**src/rtl/dds_ctrl_if.sv**
```systemverilog
// ---------------------------------------------------------------------------
// dds_ctrl_if
// Bundles the soft-processor output-port bus with the three-wire DDS link.
//   port_id      : processor port address          (master -> slave)
//   out_port     : processor write data            (master -> slave)
//   write_strobe : one-cycle write qualifier       (master -> slave)
//   FSYNC        : frame sync to DDS, active low   (slave -> master)
//   SCLK         : serial clock to DDS, idles high (slave -> master)
//   SDATA        : serial data to DDS, MSB first   (slave -> master)
// ---------------------------------------------------------------------------
interface dds_ctrl_if;
    logic [7:0] port_id;
    logic [7:0] out_port;
    logic       write_strobe;
    logic       FSYNC;
    logic       SCLK;
    logic       SDATA;

    modport master (
        output port_id, out_port, write_strobe,
        input  FSYNC, SCLK, SDATA
    );

    modport slave (
        input  port_id, out_port, write_strobe,
        output FSYNC, SCLK, SDATA
    );
endinterface

```
**src/rtl/dds_ctrl.sv**
```systemverilog
// ---------------------------------------------------------------------------
// dds_ctrl
// Captures 16-bit control words written over the processor output-port bus
// and shifts them MSB-first to an AD9833-class DDS on FSYNC/SCLK/SDATA.
// A single pending slot lets the processor submit a word while a frame is
// still in flight (last write wins).
//   clk : system clock, rising edge
//   rst : synchronous, active-high reset
//   bus : dds_ctrl_if.slave (port_id/out_port/write_strobe in,
//         FSYNC/SCLK/SDATA out)
// Parameters: PORT_HI / PORT_LO port addresses, CLK_DIV = SCLK half-period
// in clk cycles (1..255).
// ---------------------------------------------------------------------------
module dds_ctrl #(
    parameter logic [7:0]  PORT_HI = 8'h10,
    parameter logic [7:0]  PORT_LO = 8'h11,
    parameter int unsigned CLK_DIV = 4
) (
    input  logic      clk,
    input  logic      rst,
    dds_ctrl_if.slave bus
);
    typedef enum logic [2:0] {S_IDLE, S_SETUP, S_LOW, S_HIGH, S_GAP} state_t;

    localparam logic [7:0] DIV_LAST = 8'(CLK_DIV - 1);

    state_t      state_q, state_d;
    logic [7:0]  div_q, div_d;
    logic [3:0]  bit_q, bit_d;
    logic [15:0] shift_q, shift_d;
    logic [7:0]  hi_q, hi_d;
    logic        pend_q, pend_d;
    logic [15:0] pend_word_q, pend_word_d;
    logic        fsync_q, sclk_q, sdata_q;
    logic        fsync_d, sclk_d, sdata_d;

    logic        wr_hi, wr_lo, div_done;
    logic [15:0] sub_word;

    assign wr_hi    = bus.write_strobe && (bus.port_id == PORT_HI);
    assign wr_lo    = bus.write_strobe && (bus.port_id == PORT_LO);
    assign sub_word = {hi_q, bus.out_port};
    assign div_done = (div_q == 8'd0);

    assign bus.FSYNC = fsync_q;
    assign bus.SCLK  = sclk_q;
    assign bus.SDATA = sdata_q;

    // State register (pins are registered too, one cycle behind the state)
    always_ff @(posedge clk) begin
        if (rst) begin
            state_q     <= S_IDLE;
            div_q       <= '0;
            bit_q       <= '0;
            shift_q     <= '0;
            hi_q        <= '0;
            pend_q      <= 1'b0;
            pend_word_q <= '0;
            fsync_q     <= 1'b1;
            sclk_q      <= 1'b1;
            sdata_q     <= 1'b0;
        end else begin
            state_q     <= state_d;
            div_q       <= div_d;
            bit_q       <= bit_d;
            shift_q     <= shift_d;
            hi_q        <= hi_d;
            pend_q      <= pend_d;
            pend_word_q <= pend_word_d;
            fsync_q     <= fsync_d;
            sclk_q      <= sclk_d;
            sdata_q     <= sdata_d;
        end
    end

    // Next-state logic
    always_comb begin
        state_d     = state_q;
        div_d       = div_q;
        bit_d       = bit_q;
        shift_d     = shift_q;
        hi_d        = hi_q;
        pend_d      = pend_q;
        pend_word_d = pend_word_q;

        if (wr_hi) hi_d = bus.out_port;

        // A submitted word is parked by default; the IDLE/GAP branches below
        // clear the slot again when the word is launched in the same cycle.
        if (wr_lo) begin
            pend_d      = 1'b1;
            pend_word_d = sub_word;
        end

        if (!div_done) div_d = div_q - 8'd1;

        case (state_q)
            S_IDLE: begin
                if (wr_lo) begin
                    state_d = S_SETUP;
                    div_d   = DIV_LAST;
                    bit_d   = 4'd15;
                    shift_d = sub_word;
                    pend_d  = 1'b0;
                end
            end
            S_SETUP: begin
                if (div_done) begin
                    state_d = S_LOW;
                    div_d   = DIV_LAST;
                end
            end
            S_LOW: begin
                if (div_done) begin
                    state_d = S_HIGH;
                    div_d   = DIV_LAST;
                    // bit0 is held through the final HIGH (FSYNC hold time)
                    if (bit_q != 4'd0) shift_d = {shift_q[14:0], 1'b0};
                end
            end
            S_HIGH: begin
                if (div_done) begin
                    div_d = DIV_LAST;
                    if (bit_q == 4'd0) begin
                        state_d = S_GAP;
                    end else begin
                        state_d = S_LOW;
                        bit_d   = bit_q - 4'd1;
                    end
                end
            end
            S_GAP: begin
                if (div_done) begin
                    // A write landing in the last GAP cycle is newer than the
                    // pending word, so it wins and launches without delay.
                    if (wr_lo || pend_q) begin
                        state_d = S_SETUP;
                        div_d   = DIV_LAST;
                        bit_d   = 4'd15;
                        shift_d = wr_lo ? sub_word : pend_word_q;
                        pend_d  = 1'b0;
                    end else begin
                        state_d = S_IDLE;
                    end
                end
            end
            default: state_d = S_IDLE;
        endcase
    end

    // Output logic, registered into the pin flops
    always_comb begin
        fsync_d = 1'b1;
        sclk_d  = 1'b1;
        sdata_d = 1'b0;
        case (state_q)
            S_SETUP, S_HIGH: begin
                fsync_d = 1'b0;
                sdata_d = shift_q[15];
            end
            S_LOW: begin
                fsync_d = 1'b0;
                sclk_d  = 1'b0;
                sdata_d = shift_q[15];
            end
            default: ;
        endcase
    end
endmodule

```
**src/flat_wrapper.sv**
```systemverilog
// flat-port wrapper written by rule: the top's interface ports become plain ports
module dds_ctrl_flat 
#(
    parameter logic [7:0]  PORT_HI = 8'h10,
    parameter logic [7:0]  PORT_LO = 8'h11,
    parameter int unsigned CLK_DIV = 4
)
  (clk, rst, bus_port_id, bus_out_port, bus_write_strobe, bus_FSYNC, bus_SCLK, bus_SDATA);
  dds_ctrl_if bus_i ();
  input  logic clk;
  input  logic rst;
  input wire logic [$bits(bus_i.port_id)-1:0] bus_port_id;
  input wire logic [$bits(bus_i.out_port)-1:0] bus_out_port;
  input wire logic [$bits(bus_i.write_strobe)-1:0] bus_write_strobe;
  output wire logic [$bits(bus_i.FSYNC)-1:0] bus_FSYNC;
  output wire logic [$bits(bus_i.SCLK)-1:0] bus_SCLK;
  output wire logic [$bits(bus_i.SDATA)-1:0] bus_SDATA;
  assign bus_i.port_id = bus_port_id;
  assign bus_i.out_port = bus_out_port;
  assign bus_i.write_strobe = bus_write_strobe;
  assign bus_FSYNC = bus_i.FSYNC;
  assign bus_SCLK = bus_i.SCLK;
  assign bus_SDATA = bus_i.SDATA;
  dds_ctrl #(.PORT_HI(PORT_HI), .PORT_LO(PORT_LO), .CLK_DIV(CLK_DIV)) u_core (.clk(clk), .rst(rst), .bus(bus_i));
endmodule
```
**config.mk**
```make
export PLATFORM = sky130hd
export DESIGN_NAME = dds_ctrl_flat
export DESIGN_NICKNAME = d
export VERILOG_FILES = /design/src/rtl/dds_ctrl_if.sv /design/src/rtl/dds_ctrl.sv /design/src/flat_wrapper.sv
export SDC_FILE = /design/constraint.sdc
export NUM_CORES = 1
export LEC_CHECK = 0
export BUFFER_PORTS_ARGS = -buffer_cell sky130_fd_sc_hd__buf_2
export CAP_MARGIN = 0
export CORE_MARGIN = 4
export CORE_UTILIZATION = 54
export DETAILED_ROUTE_END_ITERATION = 10
export GPL_TIMING_DRIVEN = 0
export PLACE_DENSITY = 0.83
export SLEW_MARGIN = 10
export SYNTH_ARGS = -nofsm -noshare
export SYNTH_HDL_FRONTEND = slang
export SYNTH_SLANG_ARGS = --single-unit
```
**constraint.sdc**
```tcl
create_clock -name clk -period 2.1 [get_ports clk]
set_input_delay 0.315 -clock clk [delete_from_list [all_inputs] [get_ports clk]]
set_output_delay 0.315 -clock clk [all_outputs]
set_load 0.02 [all_outputs]
```
==> impl_metrics.yaml <==
clocking:
  numCtsBuffers: 9
  clkTransAtPathRegs_ns: 0.07
  clk_path_buf_depth: 2
  clk_latency_ns: 0.34
  root_buffer: "clkbuf_8"
  hold_buffers: 0
  cts.htree.levels: 3
  cts_tree: "yes"
  cts.sinks: 59
critical_path:
  required_ns: 2.34
  start_kind: "flip-flop"
  criticalPathCategory: "flip-flop to flip-flop"
  cp-end-kind: "flip-flop"
  critPathArrivalTime_ns: 2.22
  worst-path-buf-inv: 3
  worstPathMaxFanout: 10
  slowest_stage: "dfxtp_2"
  path_delay_family: "compound AO/OA/AOI/OAI gates"
  crit_chain: "inv_2 > ha_1 > nor3b_4 > and2_1 > buf_6 > inv_6 > a221oi_4 > nor2_1 > a311oi_1"
  cp_slowest_stage_delay_ns: 0.36
floorplan:
  initial_core_util_pct: 57.17
  dieArea_um2: 6800
  die_w_um: 82.46
  rows: 26
  chipHeight_um: 82.46
  coreArea_um2: 5238
  io_pins: 22
power:
  p_leak_nw: 1.246
  ir_drop_uv: 553.5
  power.density_nw_per_um2: 942.3
  power_mw: 3.318
sta:
  maxSlewViolCount: 0
  min_period_ns: 1.983
  fin_crit_sh_pct: 94.42
  finalClockSkew_ns: 0.004942
  tightest_slew_ns: 0.6803
  slew_headroom_pct: 54.64
  setup_violations: 0
  maxClockFrequency_mhz: 504.3
  hold_viol: 0
final_layout:
  fin_cells: 449
  syn_to_final_growth_pct: 17.59
  drive_gt1_share_pct: 24.27
  antennaDiodeCount: 0
  final_nets: 398
logic_synthesis:
  synth_nets: 365
  avgSynthCellArea_um2: 8.780
  syn_area_um2: 2994
  yosys_register_bits: 59
  ys_top_cells_by_area: "dfxtp_1 39%, nor2_1 6.8%, nand2_1 5.6%, a221oi_2 5.0%, a211oi_2 4.6%"
  synthArstFlopShare_pct: 0
  ys_seq_area_share_pct: 39.45
  synth_top_area_share_pct: 39.45
  synth_top_family_by_area: "compound AO/OA/AOI/OAI gates"
  synthAdderAreaFrac_pct: 2.089
  ys.flop_type: "dfxtp_1"
  synth_xor_area_share_pct: 1.755
  synthSimpleGateAreaFrac_pct: 21.23
  yosys.area.top_type: "dfxtp_1"
  synth_mux_area_share_pct: 3.009
  synth_cell_types: 50
  yosys_warnings: 0
  synthCells: 341
  synth_edf_count: 0
  synth_compound_area_share_pct: 27.16
outcome:
  status: "completed"
routing:
  dr.pass1.iters: 5
  route.detailed.drc: 0
  drt_iter0_drc: 263
  post_drt_wl_per_cell_um: 16.59
  antenna_left: 0
  num_vias: 2688
  routed_wl_um: 7448
  drt-vias-per-instance: 5.987
grt:
  top_usage_layer: "met2"
  use_met1_pct: 33.49
  use_met3_pct: 5.531
  grt_pass1_vias: 2578
  grt_first_pass_wirelength_um: 12440
  track_usage_pct: 24.63
  use_met2_pct: 37.74
  grt_max_degree: 12
  globalRoute.totalOverflow: 0
  antenna_found_initial: 0
run:
  maxCapViolations: 0
place:
  dp_cells: 431
  gp_congestion: 0.8359
  io_buffers: 20
  hpwlAfterDp_um: 5046
worst_hold_path:
  hold_path_class: "primary input to flip-flop"
layout by cell type (no fill, tap or decap), drive strengths merged, types with 4 or more instances in the layout:
cell,synthesis,layout
clkbuf,17,27
a221oi,17,17
o21ai,4,4
a311oi,5,5
nor2,56,56
a211oi,18,18
buf,9,31
dfxtp,59,59
a21oi,23,23
inv,8,8
mux2i,9,9
nor3,6,6
nand2,47,47
nand3,5,5
ha,5,5
a22oi,16,16
cells in the mapped netlist (3+ instances only):
master	number
nor2_1	54
nor3_1	6
a221oi_2	10
xor2_1	3
xnor2_1	3
buf_2	6
a22oi_1	16
mux2i_1	9
o21ai_0	3
nor3b_1	3
nand3_1	4
nand2_1	45
ha_1	5
a311oi_1	5
dfxtp_1	59
a21oi_1	23
a221oi_1	6
inv_1	6
a211oi_1	7
a211oi_2	11
clkbuf_1	17
nand4_1	3
layout make-up:
class	instances	area, um2
multi-input combinational	248	1704
tap	70	87.58
buffer	25	137.6
clock buffer	10	137.6
clock inverter	6	112.6
fill	415	1717
sequential	59	1184
timing repair buffer	23	122.6
inverter	8	35.03
flip-flops by register name (all words and copies together) (netlist names):
signal              flops
u_core.pend_word_q     16
u_core.shift_q         16
u_core.div_q            8
u_core.hi_q             8
u_core.bit_q            4
u_core.state_q          3
u_core.bus.FSYNC        1
u_core.bus.SCLK         1
u_core.bus.SDATA        1
u_core.pend_q           1
path summary, 6_finish.rpt:
check / start / end / slack (ns) / cells after the start
worst max-delay path: u_core.div_q[0] / u_core.bit_q[0] / 0.12 / 9
worst min-delay path: bus_out_port[2] / u_core.pend_word_q[2] / 0.24 / 3
worst max register to register: u_core.div_q[0] / u_core.bit_q[0] / 0.12 / 9
worst min register to register: u_core.pend_word_q[4] / u_core.pend_word_q[4] / 0.46 / 2
kinds of logic (layout without fill, tap and decap cells):
kind of cell / after synthesis / in the layout
DFF: 59 / 59
adders and majority gates: 5 / 5
and+or+nand+nor: 135 / 135
AOI/OAI and AO/OA: 93 / 93
xor gates and xnor gates: 6 / 6
muxes: 9 / 9
buffers and inverters: 34 / 72
worst min-delay path: cells and delay by family:
family / cells / cell delay [ns]
AND/OR/NAND/NOR: 1 / 0.05
buffers and inverters: 1 / 0.12
AO/OA/AOI/OAI: 1 / 0.05
where the power goes:
group,internal (mW),switching (mW)
registers,1.19,0.0958
clock network,0.822,0.469
logic,0.350,0.387
per-stage QoR:
step	util (%)	setup TNS [ns]	hold WS, ns	worst slack [ns]	area [um2]
CTS	65.77	0	0.2398	0.002933	3445
global placement	60.75	-0.2123	0.4415	-0.09792	3182
finish	67.22	0	0.2418	0.1171	3521
floorplan	-	0	0.4361	0.1361	2994
global route	67.22	-0.01545	0.2554	-0.006930	3521
detailed placement	60.75	-1.162	0.4468	-0.2353	3182
per-layer routing:
layer,routed length [um],share of wire [%]
met5,0,0
met4,126,1.7
met3,562,7.5
met2,3512,47
met1,3246,44
timing repair:
item / 4_1_cts / 5_1_grt
pin swaps: 0 / 4
gates resized for setup: 3 / 20
buffers inserted: 0 / 2
setup endpoints to repair: 18 / 18
cloned: 0 / 1
Power figures use the tool's default switching activity.
